--- src/rtl/pipe_stage_skid_if.sv ---
// Valid/ready handshake bundle carrying one packed payload between pipeline stages.
// The producer side uses the master modport, the consumer side the slave modport.
interface pipe_stage_skid_if #(
  parameter int WIDTH = 32
) ();
  logic             valid;
  logic             ready;
  logic [WIDTH-1:0] data;

  modport master (output valid, output data, input ready);
  modport slave  (input valid, input data, output ready);
endinterface

--- src/rtl/pipe_stage_skid.sv ---
// Generic inter-stage pipeline register with optional 2-entry skid buffer.
// With SKID=1 the upstream ready is registered so backpressure never forms a
// combinational path across stages; with SKID=0 a single entry is used and
// ready is derived combinationally from the downstream side.
// Also provides a synchronous flush and a saturating stall-cycle counter.
module pipe_stage_skid #(
  parameter int               WIDTH     = 32,
  parameter int               SKID      = 1,
  parameter logic [WIDTH-1:0] RESET_VAL = '0,
  parameter int               CNT_W     = 16
) (
  input  logic                     clk,
  input  logic                     rst,
  input  logic                     flush,
  input  logic                     cnt_clr,
  pipe_stage_skid_if.slave         in_if,
  pipe_stage_skid_if.master        out_if,
  output logic [1:0]               occupancy,
  output logic [CNT_W-1:0]         stall_cnt
);

  localparam bit HAS_SKID = (SKID != 0);

  // State value doubles as the number of entries held.
  typedef enum logic [1:0] {
    EMPTY = 2'd0,
    ONE   = 2'd1,
    TWO   = 2'd2
  } state_t;

  state_t           state_q, state_d;
  logic [WIDTH-1:0] head_q, head_d;
  logic [WIDTH-1:0] skid_q, skid_d;
  logic             rdy_q;
  logic             head_valid;
  logic             in_ready;
  logic             accept;
  logic             drain;

  assign head_valid = (state_q != EMPTY);
  assign accept     = in_if.valid & in_ready;
  assign drain      = head_valid & out_if.ready;

  // State and payload registers; reset and flush both restore RESET_VAL payloads.
  always_ff @(posedge clk or posedge rst) begin
    if (rst) begin
      state_q <= EMPTY;
      head_q  <= RESET_VAL;
      skid_q  <= RESET_VAL;
      rdy_q   <= 1'b0;
    end else begin
      state_q <= state_d;
      head_q  <= head_d;
      skid_q  <= skid_d;
      rdy_q   <= (state_d != TWO);
    end
  end

  // Next-state and payload steering; flush wins over any accept or drain.
  always_comb begin
    state_d = state_q;
    head_d  = head_q;
    skid_d  = skid_q;
    if (flush) begin
      state_d = EMPTY;
      head_d  = RESET_VAL;
      skid_d  = RESET_VAL;
    end else begin
      case (state_q)
        EMPTY: begin
          if (accept) begin
            state_d = ONE;
            head_d  = in_if.data;
          end
        end
        ONE: begin
          if (accept && drain) begin
            head_d = in_if.data;
          end else if (accept && HAS_SKID) begin
            state_d = TWO;
            skid_d  = in_if.data;
          end else if (drain) begin
            state_d = EMPTY;
          end
        end
        TWO: begin
          if (drain) begin
            state_d = ONE;
            head_d  = skid_q;
          end
        end
        default: begin
          state_d = EMPTY;
        end
      endcase
    end
  end

  // Outputs: head entry, occupancy and upstream ready (registered when skid is present).
  always_comb begin
    out_if.valid = head_valid;
    out_if.data  = head_q;
    occupancy    = state_q;
    if (HAS_SKID) begin
      in_ready = rdy_q;
    end else begin
      in_ready = rdy_q & (!head_valid | out_if.ready);
    end
    in_if.ready = in_ready;
  end

  // Saturating count of stalled cycles; clear beats increment, flush leaves it alone.
  always_ff @(posedge clk or posedge rst) begin
    if (rst) begin
      stall_cnt <= '0;
    end else if (cnt_clr) begin
      stall_cnt <= '0;
    end else if (head_valid && !out_if.ready && (stall_cnt != {CNT_W{1'b1}})) begin
      stall_cnt <= stall_cnt + CNT_W'(1);
    end
  end

endmodule

--- src/flat_wrapper.sv ---
// flat-port wrapper written by rule: the top's interface ports become plain ports
module pipe_stage_skid_flat 
#(
  parameter int               WIDTH     = 32,
  parameter int               SKID      = 1,
  parameter logic [WIDTH-1:0] RESET_VAL = '0,
  parameter int               CNT_W     = 16
)
  (clk, rst, flush, cnt_clr, occupancy, stall_cnt, in_if_valid, in_if_data, in_if_ready, out_if_valid, out_if_data, out_if_ready);
  pipe_stage_skid_if #(.WIDTH(WIDTH)) in_if_i ();
  pipe_stage_skid_if #(.WIDTH(WIDTH)) out_if_i ();
  input  logic clk;
  input  logic rst;
  input  logic flush;
  input  logic cnt_clr;
  output logic [1:0] occupancy;
  output logic [CNT_W-1:0] stall_cnt;
  input wire logic [$bits(in_if_i.valid)-1:0] in_if_valid;
  input wire logic [$bits(in_if_i.data)-1:0] in_if_data;
  output wire logic [$bits(in_if_i.ready)-1:0] in_if_ready;
  output wire logic [$bits(out_if_i.valid)-1:0] out_if_valid;
  output wire logic [$bits(out_if_i.data)-1:0] out_if_data;
  input wire logic [$bits(out_if_i.ready)-1:0] out_if_ready;
  assign in_if_i.valid = in_if_valid;
  assign in_if_i.data = in_if_data;
  assign in_if_ready = in_if_i.ready;
  assign out_if_valid = out_if_i.valid;
  assign out_if_data = out_if_i.data;
  assign out_if_i.ready = out_if_ready;
  pipe_stage_skid #(.WIDTH(WIDTH), .SKID(SKID), .RESET_VAL(RESET_VAL), .CNT_W(CNT_W)) u_core (.clk(clk), .rst(rst), .flush(flush), .cnt_clr(cnt_clr), .in_if(in_if_i), .out_if(out_if_i), .occupancy(occupancy), .stall_cnt(stall_cnt));
endmodule
--- config.mk ---
export PLATFORM = sky130hd
export DESIGN_NAME = pipe_stage_skid_flat
export DESIGN_NICKNAME = d
export VERILOG_FILES = /design/src/rtl/pipe_stage_skid_if.sv /design/src/rtl/pipe_stage_skid.sv /design/src/flat_wrapper.sv
export SDC_FILE = /design/constraint.sdc
export NUM_CORES = 1
export LEC_CHECK = 0
export ABC_AREA = 0
export BUFFER_PORTS_ARGS = -buffer_cell sky130_fd_sc_hd__buf_2
export CAP_MARGIN = 20
export CORE_UTILIZATION = 29
export CTS_BUF_LIST = sky130_fd_sc_hd__clkbuf_4 sky130_fd_sc_hd__clkbuf_8 sky130_fd_sc_hd__clkbuf_16
export DETAILED_ROUTE_END_ITERATION = 10
export PLACE_DENSITY_LB_ADDON = 0.1
export RECOVER_POWER = 50
export SKIP_CTS_REPAIR_TIMING = 1
export SYNTH_ARGS = -nofsm -noshare
export SYNTH_HDL_FRONTEND = slang
export SYNTH_SLANG_ARGS = --single-unit
--- constraint.sdc ---
create_clock -name clk -period 6.3 [get_ports clk]
set_input_delay 0.315 -clock clk [delete_from_list [all_inputs] [get_ports clk]]
set_output_delay 0.315 -clock clk [all_outputs]
set_load 0.05 [all_outputs]
==> summary.txt <==
Power
  – VDD IR max: 0.106 mV
  – Leak Pwr: 2.21 nW
  – Total power: roughly 1.3 mW
  – Power Dens Cells: 274 nW/µm²

Route
  – Routed vias: 3042
  – Post-DR vias/cell: 4.88
  – Post-route ant nets: 0
  – Initial drt markers: 134
  – TritonRoute pass-1 iters: 4
  – Routed wire length: 9680 µm
  – Met1 WL: 4540 µm
  – WL met2: approximately 4600 µm
  – DR top layer: met5
  – Drt wl/cell: roughly 16 µm
  – Drc violations: 0
  – Met3 routed WL: 345 µm

Critical path
  – WP depth: 5
  – R2R Setup Slk: 3.60 ns
  – Slowest cell on crit path: nor2b_4
  – Worst Setup SP: u_core.occupancy[1]
  – FF-to-FF path depth: 5
  – CP Cell Sequence: nor2b_4 > o21ai_1 > o311ai_4 > buf_4 > mux2_2
  – Critical path's largest stage delay: 0.75 ns
  – Buf+Inv Stages, Crit Path: 1
  – Crit Path Max Fanout: 33
  – Critical path arrival: 2.93 ns
  – Startpoint Class: flip-flop
  – Worst reg2reg path startpoint: u_core.occupancy[1]
  – Data required, critical path: 6.53 ns
  – FF-to-FF End: u_core.out_if.data[25]
  – Crit Path Category: reg -> reg
  – Last element of the critical path: u_core.out_if.data[25]
  – Setup crit end kind: flip-flop
  – CP delay by family, top: simple AND/OR/NAND/NOR gates

GRT
  – Vias in the first global route: approximately 3000
  – GR Overflow Total: 0
  – Initial antenna violation count: 1
  – Total Routing Usage GR: 15.1%
  – First-pass GRT wire length: about 16000 µm
  – Largest net degree at the start of global routing: 84

STA
  – Pins Over Slew Limit: 36
  – Period utilization: 42.9%
  – Final Worst Setup Slack: 3.60 ns
  – RSZ-0062 raised after global routing: false
  – Tmin final: 2.70 ns
  – Clock Skew: between 0.005 and 0.006 ns
  – Final hold slack: 0.202 ns
  – Slew headroom: -43.7%
  – Maximum clock rate: 370 MHz
  – Final setup vio count: 0
  – Final Hold Viols: 0
  – TNS Setup: 0 ns
  – Worst-Margin Slew: 2.16 ns

Synthesis
  – Synth area leader: dfrtp_1
  – Post-synth EDFFs: 0
  – Main area contributors after synthesis: dfrtp_1 54%, mux2_2 11%, a22o_1 7.3%, nand2_1 6.9%, a21oi_1 5.6%
  – Asr flop ratio synth: 100%
  – Dominant synthesized flop cell: dfrtp_1
  – Syn_area_per_cell: around 10 µm²
  – Post-Syn Area: 3840 µm²
  – YS warnings: 0
  – #FFs+latches synth: 83
  – Sequential element share of the synthesized area: a little over half
  – Synth top area share: between 50% and 60%
  – Mapped Nets: 406
  – Number of library cell types mapped by synthesis: 35
  – Mapped Cells: 367

Clock network
  – CTS Buf Count: 9
  – CTS tree: built
  – CTS Sinks: 83
  – Clk buf depth: 2
  – Root Driver: clkbuf_16
  – Clock latency on the worst-skew pair: roughly 0.34 ns
  – H-tree Lvls: 3
  – Clock slew at reported path FFs: roughly 0.060 ns

Placement
  – DP HPWL: 6190 µm
  – Port Buf Inserts: a little under 90
  – Cell count after placement: 606
  – GPL Wtd Cong: ~0.72
  – Dpl ws: 3.52 ns

Layout
  – Number of diodes: 0
  – Layout cells sized above 1: 28.8%
  – Most frequent cells in the layout: 83 x dfrtp_1, 71 x nand2_1, 63 x buf_2
  – Layout area overhead: 23.9%
  – Fill count: 1298
  – Reg area: 2080 µm²
  – Commonest non-fill, non-tap cell in the layout: dfrtp_1
  – Multi-input gate area in the final layout: 1680 µm²
  – Post-Layout Cell Count: 623
  – Nets: 485

Floorplanning
  – Chip Height: 117 µm
  – Die width: 117 µm
  – Initial core utilization: 30.0%
  – Die area: 13700 µm²
  – # rows: between 40 and 50
  – Core area: 12800 µm²
  – # IOs: 90

Min path
  – Worst hold-check path type: in -> reg

Outcome
  – Failing checks: capacitance limit, slew limit
  – Status: finished with violations

Job
  – Max_cap viols: 1
[metrics by stage]
| step | util, % | cell area (µm²) |
|---|---|---|
| 2_1_floorplan | - | 3840 |
| 3_3_place_gp | 35.0 | 4470 |
| 3_5_place_dp | 35.0 | 4470 |
| 4_1_cts | 37.3 | 4760 |
| 5_1_grt | 37.2 | 4760 |
| 6_report | 37.2 | 4760 |
[cell usage after synthesis, types with 5 or more instances]
| cell | number |
|---|---|
| a21oi_1 | 43 |
| a22o_1 | 32 |
| clkbuf_1 | 21 |
| dfrtp_1 | 83 |
| inv_1 | 7 |
| mux2_2 | 36 |
| nand2_1 | 71 |
| nor2_1 | 9 |
| nor2b_1 | 5 |
| o31ai_1 | 7 |
| or4_1 | 6 |
[registers in the layout, summed over array words and instances (netlist names)]
name and flops:
u_core.occupancy 2, u_core.in_if.ready 1, u_core.stall_cnt 16, u_core.out_if.data 32, u_core.skid_q 32
[worst register-to-register path: stages, from the launching register on]
cell and delay (ns):
dfrtp_1 0.50, nor2b_4 0.75, o21ai_1 0.24, o311ai_4 0.32, buf_4 0.41, mux2_2 0.38
[area by class of cell]
cell class / count / share of cell area [%]
sequential: 83 / 43.7
multi-input combinational: 252 / 35.4
timing repair buffer: 93 / 9.66
clock buffer: 9 / 4.74
tap: 172 / 4.53
clock inverter: 7 / 1.45
inverter: 7 / 0.579
[worst min path at each step]
stage                           startpoint                     end  slack (ns)  cells after the start
floorplan                     out_if_ready     u_core.occupancy[1]        0.40                      1
global placement    u_core.out_if.data[22]  u_core.out_if.data[22]        0.47                      1
detailed placement  u_core.out_if.data[22]  u_core.out_if.data[22]        0.48                      1
CTS                         in_if_data[10]       u_core.skid_q[10]        0.19                      2
global route                in_if_data[11]       u_core.skid_q[11]        0.20                      2
finish                      in_if_data[10]       u_core.skid_q[10]        0.20                      2
[cells by family after synthesis]
family | Yosys count | share of synthesized area, %
flip-flops | 83 | 54.1
AO/OA/AOI/OAI | 92 | 16.1
buffers and inverters | 32 | 3.26
AND/OR/NAND/NOR | 121 | 15.0
multiplexers | 38 | 11.1
adder cells (fa/ha/maj) | 1 | 0.326
[where the power goes]
part | internal, mW | switching [mW] | leakage, nW | total [mW]
Combinational | 0.0560 | 0.147 | 0.954 | 0.203
Sequential | 0.559 | 0.0171 | 1.12 | 0.576
Clock | 0.305 | 0.218 | 0.141 | 0.523
[routing by layer]
| metal | up-vias | GRT usage, % |
|---|---|---|
| li1 | 1467 | - |
| met1 | 1497 | 19.5 |
| met2 | 61 | 24.1 |
| met3 | 15 | 3.24 |
| met4 | 2 | 7.09 |
| met5 | - | 0 |
(Power assumes the default switching activity.)
